[src/rtl/majority_bit_tx.sv]
// Oversampling framed serial transmitter: start, LSB-first data, optional even parity, stop.
// Each line bit is held SAMPLES_PER_BIT clocks. Define MAJORITY_BIT_TX_PARITY_EN for the parity bit.
module majority_bit_tx #(
    parameter int   DATA_WIDTH      = 8,
    parameter int   SAMPLES_PER_BIT = 8,
    parameter logic IDLE_LEVEL      = 1'b1
) (
    input  logic                  clk,
    input  logic                  rst,
    input  logic [DATA_WIDTH-1:0] s_data,
    input  logic                  s_valid,
    output logic                  s_ready,
    output logic                  bit_out,
    output logic                  busy
);

    localparam int SMP_W = (SAMPLES_PER_BIT > 1) ? $clog2(SAMPLES_PER_BIT) : 1;
    localparam int IDX_W = (DATA_WIDTH > 1) ? $clog2(DATA_WIDTH) : 1;
    localparam logic [SMP_W-1:0] SMP_LAST = SMP_W'(SAMPLES_PER_BIT - 1);
    localparam logic [IDX_W-1:0] IDX_LAST = IDX_W'(DATA_WIDTH - 1);

    typedef enum logic [2:0] {
        ST_IDLE,
        ST_START,
        ST_DATA,
`ifdef MAJORITY_BIT_TX_PARITY_EN
        ST_PARITY,
`endif
        ST_STOP
    } state_t;

    state_t                r_state;
    logic [SMP_W-1:0]      r_smp;
    logic [IDX_W-1:0]      r_idx;
    logic [DATA_WIDTH-1:0] r_shreg;
    logic                  r_bitOut;

    state_t                w_stateNext;
    logic [SMP_W-1:0]      w_smpNext;
    logic [IDX_W-1:0]      w_idxNext;
    logic [DATA_WIDTH-1:0] w_shregNext;
    logic                  w_bitNext;
    logic                  w_last;
    logic                  w_accept;

`ifdef MAJORITY_BIT_TX_PARITY_EN
    logic                  r_par;
    logic                  w_parNext;
`endif

    assign w_last   = (r_smp == SMP_LAST);
    assign s_ready  = !rst && ((r_state == ST_IDLE) || ((r_state == ST_STOP) && w_last));
    assign w_accept = s_valid && s_ready;
    assign busy     = (r_state != ST_IDLE);
    assign bit_out  = r_bitOut;

    always_comb begin
        w_stateNext = r_state;
        w_smpNext   = w_last ? '0 : r_smp + SMP_W'(1);
        w_idxNext   = r_idx;
        w_shregNext = r_shreg;
`ifdef MAJORITY_BIT_TX_PARITY_EN
        w_parNext   = r_par;
`endif
        case (r_state)
            ST_IDLE: begin
                w_smpNext = '0;
                if (w_accept) begin
                    w_stateNext = ST_START;
                    w_shregNext = s_data;
`ifdef MAJORITY_BIT_TX_PARITY_EN
                    w_parNext   = ^s_data;
`endif
                end
            end
            ST_START: begin
                if (w_last) begin
                    w_stateNext = ST_DATA;
                    w_idxNext   = '0;
                end
            end
            ST_DATA: begin
                if (w_last) begin
                    w_shregNext = r_shreg >> 1;
                    w_idxNext   = r_idx + IDX_W'(1);
                    if (r_idx == IDX_LAST) begin
                        w_idxNext   = '0;
`ifdef MAJORITY_BIT_TX_PARITY_EN
                        w_stateNext = ST_PARITY;
`else
                        w_stateNext = ST_STOP;
`endif
                    end
                end
            end
`ifdef MAJORITY_BIT_TX_PARITY_EN
            ST_PARITY: begin
                if (w_last) begin
                    w_stateNext = ST_STOP;
                end
            end
`endif
            ST_STOP: begin
                if (w_last) begin
                    // A word accepted on the final stop sample starts the next frame with no idle gap.
                    if (w_accept) begin
                        w_stateNext = ST_START;
                        w_shregNext = s_data;
`ifdef MAJORITY_BIT_TX_PARITY_EN
                        w_parNext   = ^s_data;
`endif
                    end else begin
                        w_stateNext = ST_IDLE;
                    end
                end
            end
            default: begin
                w_stateNext = ST_IDLE;
                w_smpNext   = '0;
            end
        endcase
    end

    always_comb begin
        w_bitNext = IDLE_LEVEL;
        case (w_stateNext)
            ST_START:  w_bitNext = ~IDLE_LEVEL;
            ST_DATA:   w_bitNext = w_shregNext[0];
`ifdef MAJORITY_BIT_TX_PARITY_EN
            ST_PARITY: w_bitNext = w_parNext;
`endif
            default:   w_bitNext = IDLE_LEVEL;
        endcase
    end

    // The line bit is registered from next-state values so the pin never glitches on decode.
    always_ff @(posedge clk) begin
        if (rst) begin
            r_state  <= ST_IDLE;
            r_smp    <= '0;
            r_idx    <= '0;
            r_shreg  <= '0;
            r_bitOut <= IDLE_LEVEL;
`ifdef MAJORITY_BIT_TX_PARITY_EN
            r_par    <= 1'b0;
`endif
        end else begin
            r_state  <= w_stateNext;
            r_smp    <= w_smpNext;
            r_idx    <= w_idxNext;
            r_shreg  <= w_shregNext;
            r_bitOut <= w_bitNext;
`ifdef MAJORITY_BIT_TX_PARITY_EN
            r_par    <= w_parNext;
`endif
        end
    end

endmodule

[config.mk]
export PLATFORM = sky130hd
export DESIGN_NAME = majority_bit_tx
export DESIGN_NICKNAME = d
export VERILOG_FILES = /design/src/rtl/majority_bit_tx.sv
export SDC_FILE = /design/constraint.sdc
export NUM_CORES = 1
export LEC_CHECK = 0
export BUFFER_PORTS_ARGS = -buffer_cell sky130_fd_sc_hd__buf_2
export CORE_AREA = 4 4 47 49
export DETAILED_ROUTE_END_ITERATION = 6
export DIE_AREA = 0 0 51 53
export PLACE_DENSITY = 0.77
export SETUP_SLACK_MARGIN = 0.1
export SLEW_MARGIN = 20
export SYNTH_ARGS = -nofsm -noshare
export SYNTH_HDL_FRONTEND = slang
export SYNTH_SLANG_ARGS = --single-unit
[constraint.sdc]
create_clock -name clk -period 2.1 [get_ports clk]
set_input_delay 0.105 -clock clk [delete_from_list [all_inputs] [get_ports clk]]
set_output_delay 0.105 -clock clk [all_outputs]
set_load 0.005 [all_outputs]
=== Word-level counts from Yosys, hierarchy flattened ===
Index checks and enable logic that the tools add are counted.

* Add/subtract/negate cells: 2
* Multiply operators: 0
* Divide/modulo/power cells: 0
* $lt $le $gt $ge: 0
* Eq/ne operators: 10
* Shifts and indexed selects: 0
* Multiplexer cells: 16
* Bitwise logic cells: 1
* Reduce and logical (&&, ||, !) cells: 13

{| class="wikitable"
|+ Operators by type and width
! operator !! count
|-
| 3-bit two-way mux || 8
|-
| 8-bit two-way mux || 3
|-
| 8-bit one-hot mux with 3 select lines || 1
|-
| 3-bit one-hot mux with 4 select lines || 1
|-
| 3-bit by 2-bit equality test with 1-bit output, second input constant || 3
|-
| 3-bit by 1-bit adder with 3-bit output, second input constant || 2
|-
| 3-bit by 1-bit equality test with 1-bit output, second input constant || 2
|-
| 3-bit equality test, second input constant || 2
|-
| 2-bit != test, second input constant || 3
|-
| 3-bit one-hot mux with 2 select lines || 1
|-
| 3-bit AND reduction || 2
|-
| 3-bit nonzero test || 2
|-
| 3-bit OR reduction || 2
|-
| 1-bit logical AND || 3
|-
| 3-bit zero test || 1
|-
| 1-bit one-hot mux with 2 select lines || 1
|-
| 2-bit nonzero test || 1
|-
| 1-bit zero test || 1
|-
| 1-bit logical OR || 1
|-
| 1-bit two-way mux || 1
|-
| 1-bit inverter || 1
|}

* Register bits: 18
* Latch bits: 0
* Bits in writable memories: 0
* Memory bits (read-only): 0
* Bits of input ports: 11
* Output and inout bits: 3
* Memories kept: 0

=== Longest topological paths before layout ===
* Word-level depth: 10
* Depth in mapped cells: 8
* Gate-level depth less buffers: 7

=== Least setup slack after synthesis ===
No wires, ideal clock.

* Path type: register to register
* Start: reg r_smp[0]
* End: reg r_bitOut, in the netlist bit_out
* Setup time: 0.128 ns
* Arrival time: 1.634 ns
* Data required time: 1.972 ns
* Setup slack: 0.338 ns
* Cell stages (with the launch flop): 9
* Period minus slack after synthesis: 1.762 ns
* Path through: dfxtp_1 ha_1 ha_1 buf_6 nand3_1 a211oi_4 o21ba_2 nor3b_2 a31oi_1

* Word-level cells in the longest chain between the ends: 10

{| class="wikitable"
|+ Ends and longest elaborated chain
! item !! RTL line !! RTL
|-
| start, declared || 33 || <nowiki>logic [SMP_W-1:0] r_smp;</nowiki>
|-
| start signal, assigned || 149 || <nowiki>r_smp <= w_smpNext;</nowiki>
|-
| 3-bit equality test (*) || 51 || <nowiki>assign w_last = (r_smp == SMP_LAST);</nowiki>
|-
| 1-bit logical AND || 52 || <nowiki>assign s_ready = !rst && ((r_state == ST_IDLE) || ((r_state == ST_STOP) && w_last));</nowiki>
|-
| 1-bit logical OR || 52 ||
|-
| 1-bit logical AND || 52 ||
|-
| 1-bit logical AND || 53 || <nowiki>assign w_accept = s_valid && s_ready;</nowiki>
|-
| 1-bit two-way mux || 106 || <nowiki>if (w_accept) begin</nowiki>
|-
| 3-bit two-way mux || 104 || <nowiki>if (w_last) begin</nowiki>
|-
| 3-bit one-hot mux with 4 select lines || 65 || <nowiki>case (r_state)</nowiki>
|-
| 3-bit by 2-bit equality test with 1-bit output or 3-bit by 1-bit equality test with 1-bit output (tied branches) || 126 || <nowiki>case (w_stateNext)</nowiki>
|-
| 1-bit one-hot mux with 2 select lines (*) || 126 ||
|-
| end signal, assigned || 152 || <nowiki>r_bitOut <= w_bitNext;</nowiki>
|-
| end, declared || 36 || <nowiki>logic r_bitOut;</nowiki>
|}

Mark *: on every way between the ends. The rest lies on a longest branch, timed or not. The select of a mux whose other input is x is not followed.
A chain may end at the register's enable or synchronous reset.

=== Worst setup path in the final report ===
Same ends and word-level chain as after synthesis.

==> reports/qor.csv <==
stage;metric;value;unit
clocking;cts_root_buf;clkbuf_4;
synthesis;syn_nets;110;
drt;ant_nets;0;
global_route;antenna_found_initial;0;
synthesis;synth.avg_cell_area;9.42;µm²
synthesis;postSynthCellCount;95;
critical_path;rrSetupSlack;0.25;ns
worst_hold_path;hold_path.class;input pin to register;
global_route;grt_pass1_wl;3.02;mm
placed_design;place.port_buffers;13;
placed_design;pre_cts_slack;0.216;ns
power_and_ir_drop;pwr-share-comb;0.077;
critical_path;critPathKind;register to register;
layout;area_growth;11.5;%
timing;setup_violations;0;
critical_path;critical_path_peak_fanout;10;
global_route;grt_pass1_vias;728;
critical_path;r2r-start;r_smp[0];
layout;finish.instance_area;997;µm²
worst_hold_path;min_to;r_shreg[7];
timing;setup_ws;0.247;ns
floorplanning;die-area;2700;µm²
synthesis;ys_warn_count;0;
timing;post-route-period-util;0.882;
floorplanning;start_util;0.481;
synthesis;synth.distinct_cells;37;
synthesis;async_flop_share;0;
placed_design;gp_congestion;0.790;
clocking;clk_path_buf_depth;2;
power_and_ir_drop;seqPwrFrac;0.582;
power_and_ir_drop;p_leak;0.406;nW
layout;num_antenna_cells;0;
floorplanning;coreArea;1860;µm²
synthesis;seq_area_frac_synth;0.403;
clocking;numCtsBuffers;3;
layout;drive_above_1_share;0.243;
synthesis;synth_edf_count;0;
synthesis;synth_top_cell_by_area;dfxtp_1;
critical_path;critPathRequiredTime;2.32;ns
clocking;cts_setup_buffers;0;
timing;timing.final.crit_period;1.85;ns
synthesis;synth_area;895;µm²
synthesis;synth_top_cell_area_share;0.403;
drt;avgViaCountPerCell;5.51;
floorplanning;dieWidth;51;µm
synthesis;synthFlopType;dfxtp_1;
power_and_ir_drop;ir_worst_vdd;0.000417;V
drt;wirelength;1.73;mm
placed_design;placed_area;958;µm²
clocking;clk-insertion-delay-late;0.29;ns
timing;hold_viol;0;
floorplanning;die_h;53;µm
critical_path;r2r-end;bit_out;
global_route;grt_max_degree;15;
clocking;cts_tree;yes;
critical_path;critical_path_arrival;2.08;ns
critical_path;reg2reg_depth;8;
drt;first_pass_iters;4;
worst_hold_path;min_from;s_data[7];
clocking;path_clk_slew;0.10;ns
run_status;status;completed;
clocking;h-tree-depth;1;
power_and_ir_drop;internal_power;0.478;mW
worst_hold_path;worstHoldPathCells;3;
flow_run;max_cap_viol_count;0;
power_and_ir_drop;netSwitchingFraction;0.220;
synthesis;synthTopCellsByCount;dfxtp_1 (18), nor2_1 (14), a222oi_1 (6);
global_route;grt.total_usage;0.149;
synthesis;synth.most_common_cell;dfxtp_1;
floorplanning;ioPinCount;14;
synthesis;ys_seq_elements;18;
timing;max_slew.worst_pin.slew;0.547;ns
drt;drc;0;
drt;wl_per_cell;12.9;µm
timing;rsz0062_at_grt;false;
timing;finClkSkew;0.00389;ns
critical_path;cp-end-kind;register;
critical_path;start_kind;register;
floorplanning;rows;16;
clocking;cts_sinks;18;
placed_design;hpwlAfterDp;1.31;mm
global_route;grt_overflow_total;0;
power_and_ir_drop;pwr-share-clk;0.341;
power_and_ir_drop;pwr_density_cell;614;nW/µm²
drt;drt-initial-drc-count;32;
layout;nets;123;
timing;drv_slew;0;
drt;via_count;739;
synthesis;ys_top_cells_by_area;dfxtp_1 (40%), a222oi_1 (6.7%), nor2_1 (5.9%);
timing;maxSlewHeadroom;0.633;
timing;tns;0;ns
power_and_ir_drop;p_sw;0.134;mW
timing;fmax;540;MHz
==> cells in the final DEF, fill, tap and decap left out, types with 2 or more instances in the layout <==
cell,count
and2b_1,2
nor4_1,2
o21a_1,2
ha_1,3
a31oi_1,2
nand2b_1,2
nor2_1,14
nor3_1,2
nor3b_1,2
and2_1,3
nand2_1,5
xnor2_1,2
dfxtp_1,18
a222oi_1,6
inv_1,2
a21oi_1,4
clkbuf_4,3
buf_2,13
==> critical path: stages, from the launching register on <==
cell and delay (ns):
dfxtp_1 0.35, ha_1 0.16, ha_2 0.26, nand3_1 0.17
a211oi_4 0.29, buf_4 0.19, o21a_1 0.14, o22ai_1 0.09
a31oi_1 0.14
==> through the flow <==
step           hold WS [ns]  instances  power [mW]   util
2_1_floorplan         0.246         95       0.393      -
3_3_place_gp          0.331        130       0.410  0.515
3_5_place_dp          0.348        130       0.412  0.515
4_1_cts              0.0375        134       0.620  0.534
5_1_grt              0.0375        134       0.643  0.536
6_report             0.0496        134       0.612  0.536
==> per-layer routing <==
layer,share of wire,global-route usage
met1,0.43,0.166
met2,0.51,0.258
met3,0.041,0.0254
met4,0.012,0.0987
met5,0,0
==> flip-flops by register name (all words and copies together), names as in the netlist <==
signal   cells
bit_out      1
r_idx        3
r_state      3
r_shreg      8
r_smp        3
==> final cells by class <==
cell class                 count  area (µm²)
clock buffer                   4        36.3
fill                         177         865
inverter                       2        7.51
multi-input combinational     69         487
sequential                    18         360
tap                           27        33.8
timing repair buffer          14        72.6
==> worst max path at each step <==
stage | from | end | slack (ns) | depth (start not counted)
3_3_place_gp | r_smp[0] | bit_out | 0.31 | 8
5_1_grt | r_smp[0] | bit_out | 0.11 | 8
2_1_floorplan | r_smp[0] | bit_out | 0.34 | 8
3_5_place_dp | r_smp[0] | bit_out | 0.22 | 8
6_report | r_smp[0] | bit_out | 0.25 | 8
4_1_cts | r_smp[0] | bit_out | 0.18 | 8
==> power groups by stage <==
| stage | clock network, mW | registers, mW | logic, mW |
|---|---|---|---|
| after floorplan | 0 | 0.359 | 0.0337 |
| after global placement | 0 | 0.364 | 0.0462 |
| after detailed placement | 0 | 0.364 | 0.0474 |
| after CTS | 0.217 | 0.356 | 0.0475 |
| after global routing | 0.233 | 0.358 | 0.0522 |
| final | 0.209 | 0.356 | 0.0474 |
==> cell families after synthesis <==
group | share of synthesized area
flip-flops | 0.403
AO/OA/AOI/OAI | 0.215
multiplexers | 0.0112
other | 0.00419
buffers and inverters | 0.0559
adder cells (fa/ha/maj) | 0.0559
AND/OR/NAND/NOR | 0.235
XOR/XNOR | 0.0196
==> repair_timing <==
action	4_1_cts	5_1_grt
setup endpoints to repair	0	9
gates resized for setup	0	1
hold buffers	0	0
Note: power is estimated with default switching activity, not from simulation.
